--- src/rtl/tinyml_pkg.sv ---
// Shared definitions for the tinyml vector load/store blocks.
// Holds the store_v state encoding and the DRAM address / length widths.
package tinyml_pkg;

    localparam int ADDR_W = 24;
    localparam int LEN_W  = 10;

    typedef enum logic [1:0] {
        ST_IDLE      = 2'd0,
        ST_WAIT_TILE = 2'd1,
        ST_WRITING   = 2'd2,
        ST_DONE      = 2'd3
    } store_state_t;

endpackage

--- src/rtl/store_v.sv ---
// store_v: write-back engine for compute tiles.
// Takes TILE_WIDTH-bit tiles and streams them one byte per cycle into the shared
// memory write port, starting at dram_addr and stopping after `length` elements
// (the tail of a partial last tile is never written).
// Optional feature: define STORE_V_ERR_EN to get a sticky protocol-error flag on err;
// when undefined err is tied low and stray strobes are silently ignored.
module store_v
    import tinyml_pkg::*;
#(
    parameter int  TILE_WIDTH = 256,
    parameter int  DATA_WIDTH = 8,
    localparam int ELEM_COUNT = TILE_WIDTH / DATA_WIDTH
) (
    input  logic              clk,
    input  logic              rst,
    input  logic              valid_in,
    input  logic [ADDR_W-1:0] dram_addr,
    input  logic [LEN_W-1:0]  length,
    input  logic              tile_in,
    input  logic [7:0]        data_in [ELEM_COUNT],
    output logic              tile_ready,
    output logic              mem_we,
    output logic [ADDR_W-1:0] mem_addr,
    output logic [7:0]        mem_din,
    output logic              valid_out,
    output logic              err
);

    localparam int BCNT_W = (ELEM_COUNT > 1) ? $clog2(ELEM_COUNT) : 1;

    // The memory port is byte wide; any other element width is a build error.
    generate
        if (DATA_WIDTH != 8) begin : g_bad_data_width
            $fatal(1, "store_v: DATA_WIDTH must be 8");
        end
        if ((TILE_WIDTH % 8) != 0 || TILE_WIDTH < 8) begin : g_bad_tile_width
            $fatal(1, "store_v: TILE_WIDTH must be a non-zero multiple of 8");
        end
    endgenerate

    store_state_t      r_state;
    store_state_t      w_next_state;
    logic [ADDR_W-1:0] r_addr;
    logic [LEN_W-1:0]  r_elems_left;
    logic [BCNT_W-1:0] r_byte_cnt;
    logic [7:0]        r_buf [ELEM_COUNT];
    logic              w_last_elem;
    logic              w_tile_end;

    assign w_last_elem = (r_elems_left == LEN_W'(1));
    assign w_tile_end  = (r_byte_cnt == BCNT_W'(ELEM_COUNT - 1));

    // State register; async reset aborts any transfer on the spot.
    // NOTE: sequential state uses non-blocking (<=) so every flop samples pre-edge values.
    always_ff @(posedge clk or posedge rst) begin
        if (rst) begin
            r_state <= ST_IDLE;
        end else begin
            r_state <= w_next_state;
        end
    end

    // Next-state logic and state-decoded outputs (all outputs come from registers).
    // NOTE: every signal gets a default first so no path leaves it unassigned (no latch).
    always_comb begin
        w_next_state = r_state;
        tile_ready   = 1'b0;
        mem_we       = 1'b0;
        valid_out    = 1'b0;
        mem_addr     = r_addr;
        mem_din      = r_buf[r_byte_cnt];
        case (r_state)
            ST_IDLE: begin
                if (valid_in) begin
                    w_next_state = (length == '0) ? ST_DONE : ST_WAIT_TILE;
                end
            end
            ST_WAIT_TILE: begin
                tile_ready = 1'b1;
                if (tile_in) begin
                    w_next_state = ST_WRITING;
                end
            end
            ST_WRITING: begin
                mem_we = 1'b1;
                // Running out of elements wins over running out of tile bytes.
                if (w_last_elem) begin
                    w_next_state = ST_DONE;
                end else if (w_tile_end) begin
                    w_next_state = ST_WAIT_TILE;
                end
            end
            ST_DONE: begin
                valid_out    = 1'b1;
                w_next_state = ST_IDLE;
            end
            default: begin
                w_next_state = ST_IDLE;
            end
        endcase
    end

    // Job registers: address/length latched at start, tile captured in WAIT_TILE,
    // counters stepped once per written byte.
    // NOTE: the tile buffer is reset too, so mem_din reads 0 straight out of reset.
    always_ff @(posedge clk or posedge rst) begin
        if (rst) begin
            r_addr       <= '0;
            r_elems_left <= '0;
            r_byte_cnt   <= '0;
            for (int i = 0; i < ELEM_COUNT; i++) begin
                r_buf[i] <= '0;
            end
        end else begin
            case (r_state)
                ST_IDLE: begin
                    if (valid_in) begin
                        r_addr       <= dram_addr;
                        r_elems_left <= length;
                    end
                end
                ST_WAIT_TILE: begin
                    if (tile_in) begin
                        r_buf      <= data_in;
                        r_byte_cnt <= '0;
                    end
                end
                ST_WRITING: begin
                    r_addr       <= r_addr + ADDR_W'(1);
                    r_elems_left <= r_elems_left - LEN_W'(1);
                    r_byte_cnt   <= r_byte_cnt + BCNT_W'(1);
                end
                default: begin
                end
            endcase
        end
    end

`ifdef STORE_V_ERR_EN
    logic r_err;

    // Sticky protocol error: a strobe arriving in a state that ignores it.
    // A stray strobe in the same cycle as an accepted start still flags the error.
    always_ff @(posedge clk or posedge rst) begin
        if (rst) begin
            r_err <= 1'b0;
        end else if ((valid_in && r_state != ST_IDLE) ||
                     (tile_in  && r_state != ST_WAIT_TILE)) begin
            r_err <= 1'b1;
        end else if (valid_in && r_state == ST_IDLE) begin
            r_err <= 1'b0;
        end
    end

    assign err = r_err;
`else
    assign err = 1'b0;
`endif

endmodule
--- config.mk ---
export PLATFORM = sky130hd
export DESIGN_NAME = store_v
export DESIGN_NICKNAME = d
export VERILOG_FILES = /design/src/rtl/tinyml_pkg.sv /design/src/rtl/store_v.sv
export SDC_FILE = /design/constraint.sdc
export NUM_CORES = 1
export LEC_CHECK = 0
export CORE_MARGIN = 4
export CORE_UTILIZATION = 54
export CTS_CLUSTER_SIZE = 12
export DETAILED_ROUTE_END_ITERATION = 12
export PLACE_DENSITY = 0.86
export SETUP_SLACK_MARGIN = 0.2
export SYNTH_ARGS = -nofsm -noshare
export SYNTH_HDL_FRONTEND = slang
export SYNTH_SLANG_ARGS = --single-unit
--- constraint.sdc ---
create_clock -name clk -period 24.9 [get_ports clk]
set_input_delay 4.98 -clock clk [delete_from_list [all_inputs] [get_ports clk]]
set_output_delay 4.98 -clock clk [all_outputs]
set_load 0.005 [all_outputs]
==> results.toml <==
[yosys]
ys_seq_elements = 297
postSynth.asyncResetShare_pct = 100
avgSynthCellArea_um2 = 14.5
synthFlopType = "dfrtp_1"
syn_area_um2 = 13900
synth_warnings = 0
seq_area_frac_synth_pct = 53.3
yosysUniqueCellTypes = 47
syn-instance-count = 961
syn_nets = 1260
synth_edf_count = 0

[run]
max-cap-violations = 0

[placed_design]
place_hpwl_um = 28000
io_buffers = 328
dpl.cell_count = 1563
gp_congestion = 0.894
place_ws_ps = 16310
place_area_um2 = 17400

[sta]
rsz0062_at_grt = "false"
fin_crit_ps = 9040
fin_crit_sh_pct = 36.3
fin_setup_tns_ps = 0
setup_slack_ps = 15860
relSlewSlack_pct = 24.5
finalSetupViolCount = 0
finalHoldViolCount = 0
tightest_slew_ps = 1130
skew_ps = 19.4
slew_viol_final = 0
max_freq_ghz = 0.111

[status]
status = "finished, final reports clean"

[floorplan]
num_rows = 58
die_h_um = 169
dieArea_um2 = 28500
initial_utilization_pct = 55.2
dieWidth_um = 169
coreArea_um2 = 25300
num_io_pins = 330

[worst_setup_path]
cp.required_ps = 19920
endpoint_kind = "output pin"
crit_fanout = 44
worstSetupPathType = "reg2out"
cp-start-kind = "flip-flop"
cp.arrival_ps = 4060

[finish]
fillerInstances = 1624
num-nets-final = 1568
layout.cells.non_filler = 1631
syn2layout_area_growth_pct = 33.2
final_area_um2 = 18600
multiInputGateArea_um2 = 6170
drive_gt1_share_pct = 12.1
ff_latch_area_um2 = 7440

[global_routing]
antenna_found_initial = 11
grt_start_max_net_pins = 190
grt_pass1_wl_um = 60000
gr-total-overflow = 0
track_usage_pct = 27.3
grt_pass1_vias = 10500

[clock_tree]
cts-root-buf = "clkbuf_16"
cts-resized-gates = 0
cts.sinks = 297
numCtsBuffers = 34
clock_latency_ps = 500
postCtsSetupBuffers = 0
cts_tree = "done"
clk_pin_slew_ps = 60
cts_hold_buf = 0
htreeDepth = 2
cts_buffer_depth = 3

[pwr]
powerDensity_nw_per_um2 = 123
power.leakage_nw = 7.39
vdd_drop_max_mv = 0.0876

[worst_hold_path]
hp-class = "reg2reg"

[drt]
detail_route.wl_per_cell_um = 23.9
postRouteAntennaNets = 0
via_count = 9738
viasPerCell = 5.97
drt-pass1-iter-count = 8
route.detailed.drc = 0
wirelength_um = 39000
drt_iter0_drc = 952
-- synth_stat cells (2+ instances only) --
master	instances	share of area, %
dfrtp_1	297	53
mux2_1	256	21
mux4_2	80	13
nand2_1	34	0.92
a21oi_1	32	1.1
nor2_1	32	0.86
buf_2	30	1.1
clkbuf_1	29	0.78
nor3_1	23	0.83
o21ai_1	15	0.54
o22ai_1	14	0.63
nand3_1	12	0.43
mux2_2	8	0.65
and3_1	7	0.31
o21ai_0	7	0.25
a211oi_1	6	0.32
mux2i_1	6	0.43
o22a_1	6	0.38
ha_1	5	0.45
nor2b_1	5	0.22
a311oi_1	4	0.25
inv_1	4	0.11
nand4_1	4	0.18
or3_1	4	0.18
a31oi_1	3	0.13
buf_1	3	0.081
buf_6	3	0.24
inv_2	3	0.081
nand2b_1	3	0.13
o32ai_1	3	0.19
a221oi_1	2	0.13
nor4_1	2	0.090
o31a_1	2	0.13
o31ai_1	2	0.11
or3b_1	2	0.13
or4_1	2	0.11
-- cells by family (layout without fill, tap and decap cells) --
family                   count (synthesis)  in the layout  share of synthesized area (%)
AO/OA/AOI/OAI                          100            100                           4.44
XOR/XNOR                                 1              1                         0.0628
adder cells (fa/ha/maj)                  5              5                          0.449
buffers and inverters                   73            404                           2.42
flip-flops                             297            297                           53.3
multiplexers                           350            350                           34.7
other                                    1             10                         0.0269
AND/OR/NAND/NOR                        134            134                           4.60
-- registers in the layout, indices dropped and copies added (netlist names) --
signal	count
r_buf	256
r_byte_cnt	5
mem_addr	24
r_state	2
r_elems_left	10
-- layer usage --
metal / vias to the layer above / part of all wire [%] / GRT usage [%]
met1: 4940 / 37 / 33.9
li1: 4243 / - / -
met2: 467 / 51 / 46.4
met4: 4 / 3.0 / 8.93
met5: - / 0.080 / 0
met3: 84 / 8.7 / 7.85
-- metrics by stage --
| step | utilization (%) | hold WS, ps | total power [W] |
|---|---|---|---|
| 2_1_floorplan | - | 452 | 0.00145 |
| 3_3_place_gp | 69.0 | 461 | 0.00175 |
| 3_5_place_dp | 69.0 | 469 | 0.00179 |
| 4_1_cts | 73.5 | 481 | 0.00230 |
| 5_1_grt | 73.5 | 492 | 0.00242 |
| 6_report | 73.5 | 478 | 0.00229 |
-- where the power goes --
part / switching, W / internal [W] / leakage, nW
clock network: 0.000192 / 0.000306 / 0.555
logic: 0.000366 / 0.000515 / 3.34
registers: 0.000183 / 0.000730 / 3.49
total: 0.000742 / 0.00155 / 7.39
-- path summary, 6_finish.rpt --
| path | startpoint | end | slack, ps | depth (start not counted) |
|---|---|---|---|---|
| max in group asynchronous | rst | r_buf[193]$_DFFE_PP0P_ | 18420 | 3 |
| min in group asynchronous | rst | r_buf[43]$_DFFE_PP0P_ | 5010 | 2 |
| worst min register to register | r_buf[153]$_DFFE_PP0P_ | r_buf[153]$_DFFE_PP0P_ | 480 | 1 |
| worst max register to register | r_state[1]$_DFFE_PP0P_ | r_buf[60]$_DFFE_PP0P_ | 21020 | 6 |
| worst min-delay path | r_buf[153]$_DFFE_PP0P_ | r_buf[153]$_DFFE_PP0P_ | 480 | 1 |
| worst max-delay path | r_byte_cnt[0]$_DFFE_PP0P_ | mem_din[1] | 15860 | 5 |
-- area by class of cell --
| type | instances | share of cell area, % |
|---|---|---|
| multi-input cells | 591 | 33.2 |
| repair buffers | 338 | 18.1 |
| clock buffers | 52 | 5.54 |
| diodes | 9 | 0.121 |
| flip-flops and latches | 297 | 40.0 |
| clock inverters | 7 | 0.499 |
| inverters | 7 | 0.182 |
| well taps | 330 | 2.22 |
-- critical path, cell delays in order (launching register included) --
cell and delay (ps):
dfrtp_4 760, buf_4 770, mux4_2 600, mux4_2 550
mux2_2 330, clkdlybuf4s50_1 470
-- layout by cell type, fill, tap and decap left out, types with 3 or more instances in the layout --
cell type        count
a211oi_1             6
a21oi_1             32
a311oi_1             4
a31oi_1              3
and3_1               7
buf_4                9
clkbuf_1             8
clkbuf_16           35
clkbuf_8             9
clkdlybuf4s50_1    328
clkinv_2             3
dfrtp_1            295
diode_2              9
ha_1                 5
inv_1                3
inv_2                3
mux2_1             256
mux2_2               8
mux2i_1              6
mux4_2              80
nand2_1             34
nand2b_1             3
nand3_1             12
nand4_1              4
nor2_1              32
nor2b_1              5
nor3_1              23
o21ai_0              7
o21ai_1             15
o22a_1               6
o22ai_1             14
o32ai_1              3
or3_1                4
Note: power is estimated with default switching activity, not from simulation.
